<file path="config.mk">
export PLATFORM = sky130hd
export DESIGN_NAME = run_ctrl
export DESIGN_NICKNAME = d
export VERILOG_FILES = /design/src/rtl/run_ctrl_pkg.sv /design/src/rtl/run_ctrl_debouncer.sv /design/src/rtl/run_ctrl.sv
export SDC_FILE = /design/constraint.sdc
export NUM_CORES = 1
export LEC_CHECK = 0
export ABC_CLOCK_PERIOD_IN_PS = 3600
export CORE_UTILIZATION = 50
export DETAILED_ROUTE_END_ITERATION = 10
export PLACE_DENSITY_LB_ADDON = 0.25
export SETUP_SLACK_MARGIN = 0.1
export SLEW_MARGIN = 5
export SYNTH_ARGS = -nofsm -noshare
export SYNTH_HDL_FRONTEND = slang
export SYNTH_HIERARCHICAL = 1
export SYNTH_SLANG_ARGS = --single-unit
</file>
<file path="constraint.sdc">
create_clock -name clock -period 3.6 [get_ports clock]
set_input_delay 0.72 -clock clock [delete_from_list [all_inputs] [get_ports clock]]
set_output_delay 0.72 -clock clock [all_outputs]
set_load 0.03 [all_outputs]
</file>
<file path="src/rtl/run_ctrl_pkg.sv">
// Shared types and constants for the run/step controller.
// Holds the FSM state encoding and default sizing used by run_ctrl and its debouncers.
package run_ctrl_pkg;

   localparam int DEBOUNCE_DEFAULT = 4;
   localparam int COUNT_W          = 8;

   typedef enum logic [1:0] {
      RUN        = 2'd0,
      STEP_IDLE  = 2'd1,
      STEP_PULSE = 2'd2,
      STEP_WAIT  = 2'd3
   } state_t;

endpackage

</file>
<file path="src/rtl/run_ctrl_debouncer.sv">
// Button conditioner: 2-flop synchronizer, stability counter and registered edge events.
// Press/release pulses come one cycle after the debounced level changes.
module run_ctrl_debouncer
   import run_ctrl_pkg::*;
#(
   parameter int DEBOUNCE_CYCLES = DEBOUNCE_DEFAULT
) (
   input  logic clock,
   input  logic reset,
   input  logic i_btn,
   output logic o_level,
   output logic o_press,
   output logic o_release
);

   localparam logic [7:0] CNT_LAST = 8'(DEBOUNCE_CYCLES - 1);

   logic       r_sync1;
   logic       r_sync2;
   logic       r_level;
   logic       r_levelDly;
   logic [7:0] r_cnt;
   logic       r_press;
   logic       r_release;

   always_ff @(posedge clock or negedge reset) begin
      if (!reset) begin
         r_sync1    <= 1'b0;
         r_sync2    <= 1'b0;
         r_level    <= 1'b0;
         r_levelDly <= 1'b0;
         r_cnt      <= '0;
         r_press    <= 1'b0;
         r_release  <= 1'b0;
      end else begin
         r_sync1 <= i_btn;
         r_sync2 <= r_sync1;
         // Any sample agreeing with the current level restarts the stability count.
         if (r_sync2 == r_level) begin
            r_cnt <= '0;
         end else if (r_cnt == CNT_LAST) begin
            r_level <= r_sync2;
            r_cnt   <= '0;
         end else begin
            r_cnt <= r_cnt + 8'd1;
         end
         r_levelDly <= r_level;
         r_press    <= r_level & ~r_levelDly;
         r_release  <= ~r_level & r_levelDly;
      end
   end

   assign o_level   = r_level;
   assign o_press   = r_press;
   assign o_release = r_release;

endmodule

</file>
<file path="src/rtl/run_ctrl.sv">
// Free-run / single-step controller for the processor: mode button toggles step mode,
// step button issues one registered step pulse per debounced press.
module run_ctrl
   import run_ctrl_pkg::*;
#(
   parameter int DEBOUNCE_CYCLES = DEBOUNCE_DEFAULT
) (
   input  logic               clock,
   input  logic               reset,
   input  logic               btn_mode,
   input  logic               btn_step,
   output logic               change,
   output logic               step,
   output logic [COUNT_W-1:0] step_count,
   output logic               busy
);

   logic w_modeLevel;
   logic w_modePress;
   logic w_modeRelease;
   logic w_stepLevel;
   logic w_stepPress;
   logic w_stepRelease;
   logic w_unused;

   state_t             r_state;
   logic               r_change;
   logic               r_step;
   logic               r_busy;
   logic [COUNT_W-1:0] r_count;

   run_ctrl_debouncer #(.DEBOUNCE_CYCLES(DEBOUNCE_CYCLES)) u_modeDeb (
      .clock     (clock),
      .reset     (reset),
      .i_btn     (btn_mode),
      .o_level   (w_modeLevel),
      .o_press   (w_modePress),
      .o_release (w_modeRelease)
   );

   run_ctrl_debouncer #(.DEBOUNCE_CYCLES(DEBOUNCE_CYCLES)) u_stepDeb (
      .clock     (clock),
      .reset     (reset),
      .i_btn     (btn_step),
      .o_level   (w_stepLevel),
      .o_press   (w_stepPress),
      .o_release (w_stepRelease)
   );

   assign w_unused = &{1'b0, w_modeLevel, w_modeRelease, w_stepRelease};

   // Mode press is checked first in every state so it always beats a coincident step press.
   always_ff @(posedge clock or negedge reset) begin
      if (!reset) begin
         r_state  <= RUN;
         r_change <= 1'b0;
         r_step   <= 1'b0;
         r_busy   <= 1'b0;
         r_count  <= '0;
      end else begin
         r_step <= 1'b0;
         case (r_state)
            RUN: begin
               if (w_modePress) begin
                  r_state  <= STEP_IDLE;
                  r_change <= 1'b1;
                  r_count  <= '0;
               end
            end
            STEP_IDLE: begin
               if (w_modePress) begin
                  r_state  <= RUN;
                  r_change <= 1'b0;
               end else if (w_stepPress) begin
                  r_state <= STEP_PULSE;
                  r_step  <= 1'b1;
                  r_count <= r_count + 1'b1;
               end
            end
            STEP_PULSE: begin
               if (w_modePress) begin
                  r_state  <= RUN;
                  r_change <= 1'b0;
               end else begin
                  r_state <= STEP_WAIT;
                  r_busy  <= 1'b1;
               end
            end
            STEP_WAIT: begin
               if (w_modePress) begin
                  r_state  <= RUN;
                  r_change <= 1'b0;
                  r_busy   <= 1'b0;
               end else if (!w_stepLevel) begin
                  r_state <= STEP_IDLE;
                  r_busy  <= 1'b0;
               end
            end
            default: begin
               r_state  <= RUN;
               r_change <= 1'b0;
               r_busy   <= 1'b0;
            end
         endcase
      end
   end

   assign change     = r_change;
   assign step       = r_step;
   assign busy       = r_busy;
   assign step_count = r_count;

endmodule

</file>
==> results of run 1 <==
==> metrics by stage <==
step	std cells	worst slack (ns)	area (um2)	power, uW	hold slack [ns]
global route	224	1.30	1990	1280	0.360
floorplan	160	2.04	1770	889	0.331
finish	224	1.40	1990	1180	0.357
CTS	224	1.38	1990	1190	0.357
global placement	218	1.79	1950	975	0.339
detailed placement	218	1.78	1950	994	0.335
==> power groups by stage <==
stage,sequential [uW],combinational [uW],clock [uW]
floorplan,661,228,0
global placement,643,332,0
detailed placement,654,340,0
CTS,644,341,207
global route,664,385,227
finish,644,336,197
==> registers in the layout (all words and copies together), names as in the netlist, 2 cells and up <==
| name | cells |
|---|---|
| r_state | 2 |
| step_count | 8 |
| u_modeDeb/r_cnt | 8 |
| u_stepDeb/r_cnt | 8 |
==> worst paths after layout <==
check,startpoint,to,slack [ns],depth (start not counted)
worst min-delay path,u_stepDeb/r_sync1$_DFF_PN0_,u_stepDeb/r_sync2$_DFF_PN0_,0.36,0
min in group asynchronous,reset,u_stepDeb/r_cnt[7]$_DFF_PN0_,0.46,1
max in group asynchronous,reset,u_stepDeb/o_level$_DFFE_PN0P_,2.61,1
worst max-delay path,step_count[0]$_DFFE_PN0P_,step_count[0],1.40,1
worst min register to register,u_stepDeb/r_sync1$_DFF_PN0_,u_stepDeb/r_sync2$_DFF_PN0_,0.36,0
worst max register to register,r_state[1]$_DFFE_PN0P_,step_count[6]$_DFFE_PN0P_,2.12,3
==> worst register-to-register path: cells and delay by family, from the launching register on <==
kind	cells	cell delay (ns)
flip-flops	1	0.49
AND/OR/NAND/NOR	2	0.77
AO/OA/AOI/OAI	1	0.15
==> metal layers <==
layer  up-vias  global-route usage [%]  wire [um]
met5         -                       0          0
met4         0                    8.25         51
met3         5                    6.93        112
met2        20                    27.5       1350
met1       575                    22.6       1310
li1        599                       -          -
==> layout make-up <==
| cell class | instances | area share (%) |
|---|---|---|
| well taps | 46 | 2.89 |
| repair buffers | 14 | 6.79 |
| inverters | 10 | 1.89 |
| clock buffers | 6 | 2.07 |
| multi-input cells | 109 | 37.3 |
| flip-flops and latches | 39 | 49.0 |
==> cells in the final DEF, fill, tap and decap left out, types with 3 or more instances in the layout <==
cell type        count
or3_1                6
o21ai_0             10
dfrtp_1             39
inv_1               10
nand2b_1             5
xor2_1               4
a21o_1               3
nand2_1             10
a21oi_1              9
nor2_1              11
xnor2_1              4
a211oi_1             3
nand3_1             12
ha_1                 5
mux2i_1              4
clkbuf_4             5
clkdlybuf4s50_1     13
==> results.ini, run 1 <==
[clock_tree]
cts_max_level=2
clk_path_buf_depth=2
clk_pin_slew_ns=0.10
clock-root-buffer=clkbuf_4
postCtsSetupRepairBufs=0
insertion_delay_ns=0.34
cts_tree=built
cts_resized=0
cts_sinks=39
cts_hold_buf=0
numCtsBuffers=5

[setup_path]
path_buf_inv=1
cp.required_ns=2.88
arrival_ns=1.48
worstSetupPathType=reg -> out
startpoint_type=flip-flop
critPathSlowestCell=clkdlybuf4s50_1
critPathTopFamily=buffers and inverters
critPathMaxStageDelay_ns=0.70
path_max_fanout=6
cp_cell_sequence=clkdlybuf4s50_1
critPathCaptureType=primary output

[sta]
clock_skew_ns=0.00531
finalSetupViolations=0
rsz0062_at_grt=false
fin_crit_ns=2.20
max_freq_mhz=454
drv_slew=0
slew_headroom_pct=45.1
worstMarginPinSlew_ns=0.824
setup_tns_ns=0
post-route-period-util_pct=61.2
hold_viol_final=0

[placement]
port_buffers=14
gp_congestion=0.829
dp_hpwl_um=2070

[synth]
synthesis.nets=169
synthCells=160
ys_warn_count=6
syn_area_mm2=0.00177
postSynthAreaPerCell_um2=11.1

[detailed_routing]
drt-wirelength-per-cell_um=12.6
vias_per_cell=5.35
via_count=1199
dr.pass1.iters=4
drt_wl_total_um=2830
drt_iter0_drc=61
drc_errors=0
postRouteAntennaNets=0

[finish]
fin_nets=188
seqCellArea_um2=976
nFillCells=307
drive_above_1_share_pct=8.99
multiInputGateArea_um2=743
syn_to_final_growth_pct=12.3
diodes=0
fin_util_pct=59.2

[pwr]
power_density_mw_per_mm2=592
leakagePower_uw=0.000868
power_frac_seq_pct=54.7
p_sw_uw=430
swShare_pct=36.5
p_comb_share_pct=28.6
internal_power_uw=748
peakVddDrop_uv=288
clkPwrFrac_pct=16.7

[floorplanning]
die_area_mm2=0.00379
io_pins=15
start_util_pct=52.7
die_h_um=61.5
die_w_um=61.5
core_region_area_mm2=0.00336
num_rows=21

[flow_run]
drv_cap=0

[global_route]
grt_max_degree=40
grt_use_total_pct=18.0
first_global_vias=1090
antenna_found_initial=0
grt_pass1_wl_um=4790
grt-ovfl-total=0

[outcome]
outcome=complete, no violations

[hold_path]
hold_path.class=reg -> reg

Note: power is estimated with default switching activity, not from simulation.
==> run 2: changes to the inputs <==
--- a/config.mk
+++ b/config.mk
@@ -5,7 +5,7 @@
 export SDC_FILE = /design/constraint.sdc
 export NUM_CORES = 1
 export LEC_CHECK = 0
-export ABC_CLOCK_PERIOD_IN_PS = 3600
+export ABC_CLOCK_PERIOD_IN_PS = 1960
 export CORE_UTILIZATION = 50
 export DETAILED_ROUTE_END_ITERATION = 10
 export PLACE_DENSITY_LB_ADDON = 0.25
==> constraint.sdc (replaced) <==
create_clock -name clock -period 1.96 [get_ports clock]
set_input_delay 0.392 -clock clock [delete_from_list [all_inputs] [get_ports clock]]
set_output_delay 0.392 -clock clock [all_outputs]
set_load 0.03 [all_outputs]
==> results.ini, run 2 (synthesized netlist as in run 1, its figures left out) <==
[outcome]
outcome=complete, no violations

[sta]
finalSetupViolations=0  ; unchanged
hold_viol_final=0  ; unchanged
fin_crit_ns=1.75
max_freq_mhz=573
clock_skew_ns=0.0114  ; +0.00614 ns
worstMarginPinSlew_ns=0.447  ; -0.377 ns
drv_slew=0  ; unchanged
slew_headroom_pct=70.2  ; +25 points
post-route-period-util_pct=89.0
rsz0062_at_grt=false
setup_tns_ns=0  ; unchanged

[setup_path]
critPathSlowestCell=clkdlybuf4s50_1
worstSetupPathType=reg -> out
critPathMaxStageDelay_ns=0.66  ; -0.04 ns
critPathCaptureType=primary output
path_buf_inv=1  ; unchanged
cp.required_ns=1.57  ; -1.31 ns
arrival_ns=1.35  ; -0.13 ns
critPathTopFamily=buffers and inverters
rr_endpoint=step_count[6]$_DFFE_PN0P_
path_max_fanout=2  ; -4
startpoint_type=flip-flop
cp_cell_sequence=clkdlybuf4s50_1
r2r_cells=4  ; +1
reg2reg_slack_ns=0.46  ; -1.66 ns
r2r-start=step_count[0]$_DFFE_PN0P_

[finish]
layout_commonest_cell=dfrtp_1
diodes=0  ; unchanged
mostFrequentLayoutCells=dfrtp_1 (39), nand3_1 (12), nor2_1 (11)
fin_util_pct=60.7  ; +1.5 points
syn_to_final_growth_pct=15.1
stdcell_count=228  ; +1.8%
drive_above_1_share_pct=9.89  ; +0.90 points
fin_nets=190  ; +1.1%

[hold_path]
min_from=u_stepDeb/r_sync1$_DFF_PN0_
whs_path_depth=0  ; unchanged
hold_path.class=reg -> reg
min_to=u_stepDeb/r_sync2$_DFF_PN0_

[placement]
gp_congestion=0.830  ; +0.11%
port_buffers=14  ; unchanged
dp.cells=219  ; +0.46%
dp_hpwl_um=2240  ; +8.0%

[clock_tree]
clock-root-buffer=clkbuf_4
cts_max_level=2  ; unchanged
insertion_delay_ns=0.34  ; about the same
clk_path_buf_depth=2  ; unchanged
cts_sinks=39  ; unchanged
cts_tree=built
clk_pin_slew_ns=0.10  ; about the same
numCtsBuffers=5  ; unchanged

[detailed_routing]
vias_per_cell=5.42  ; +1.3%
drt_wl_total_um=3010  ; +6.6%
drt-wirelength-per-cell_um=13.2  ; +4.7%
via_count=1236  ; +3.1%
drt_iter0_drc=83  ; +36%
dr.pass1.iters=4  ; unchanged
drc_errors=0  ; unchanged
postRouteAntennaNets=0  ; unchanged

[floorplanning]
die_w_um=61.5  ; unchanged
start_util_pct=52.7  ; unchanged
die_h_um=61.5  ; unchanged
die_area_mm2=0.00379  ; unchanged
core_region_area_mm2=0.00336  ; unchanged
num_rows=21  ; unchanged
io_pins=15  ; unchanged

[global_route]
grt_use_total_pct=19.3  ; +1.3 points
grt_pass1_wl_um=5210  ; +8.8%
antenna_found_initial=0  ; unchanged
grt-ovfl-total=0  ; unchanged
grt_max_degree=22  ; -45%
first_global_vias=1222  ; +12%

[pwr]
power.total_uw=2180  ; +85%
leakagePower_uw=0.000994  ; +14%
peakVddDrop_uv=650  ; +130%
power_density_mw_per_mm2=1070  ; +81%

[flow_run]
drv_cap=0  ; unchanged

run 2: changes by cell type in the layout (fill, tap and decap cells not counted), sizes merged:
cell,delta
dlygate4sd2,+3
buf,+1
clkinv,+1
clkdlybuf4s50,-9
dlygate4sd3,+1
clkbuf,+1
dlymetal6s2s,+6
run 2: area by class of cell:
class | instances | area (um2)
clock inverters | 1 | 5.00
well taps | 46 | 57.6
fillers | 287 | 1320
flip-flops and latches | 39 | 976
repair buffers | 16 | 176
clock buffers | 7 | 45.0
inverters | 10 | 37.5
multi-input cells | 109 | 743
run 2: how the worst max path moves through the flow:
stage,from,to,slack (ns),cells past startpoint
after floorplan,step_count[0]$_DFFE_PN0P_,step_count[6]$_DFFE_PN0P_,0.40,4
after global placement,step_count[2]$_DFFE_PN0P_,step_count[2],0.48,1
after detailed placement,step_count[3]$_DFFE_PN0P_,step_count[3],0.46,1
after CTS,step_count[4]$_DFFE_PN0P_,step_count[4],0.10,1
after global routing,change$_DFFE_PN0P_,change,0.11,1
final,change$_DFFE_PN0P_,change,0.21,1
run 2: metrics by stage:
| step | worst slack [ns] | hold slack (ns) | area [um2] |
|---|---|---|---|
| CTS | 0.102 | 0.368 | 2030 |
| global placement | 0.481 | 0.340 | 1970 |
| detailed placement | 0.457 | 0.342 | 1970 |
| global route | 0.114 | 0.378 | 2040 |
| floorplan | 0.403 | 0.0964 | 1770 |
| finish | 0.215 | 0.364 | 2040 |
run 2: per-layer routing:
layer  vias up  routed length [um]  track usage [%]
met5         -                   0                0
met4         0                  93             9.84
met3        12                 128             6.72
met2        36                1440             29.8
met1       582                1350             23.9
li1        606                   -                -
run 2: timing repair:
item                       4_1_cts  5_1_grt
buffers inserted                 0        0
hold endpoints to repair        18        0
resized for setup                3        6
setup endpoints to repair        3        6
hold buffers                     1        0
pin swaps                        0        0
run 2: power breakdown:
| part | total (uW) | leakage, uW | internal (uW) | switching, uW |
|---|---|---|---|---|
| clock | 379 | 0.0000293 | 140 | 240 |
| combinational | 624 | 0.000454 | 276 | 348 |
| sequential | 1180 | 0.000511 | 969 | 207 |
==> run 3: changes to the inputs <==
--- a/config.mk
+++ b/config.mk
@@ -10,7 +10,6 @@
 export DETAILED_ROUTE_END_ITERATION = 10
 export PLACE_DENSITY_LB_ADDON = 0.25
 export SETUP_SLACK_MARGIN = 0.1
-export SLEW_MARGIN = 5
 export SYNTH_ARGS = -nofsm -noshare
 export SYNTH_HDL_FRONTEND = slang
 export SYNTH_HIERARCHICAL = 1
==> results of run 3 <==
The final DEF is identical to that of run 2; final timing and power are the same.
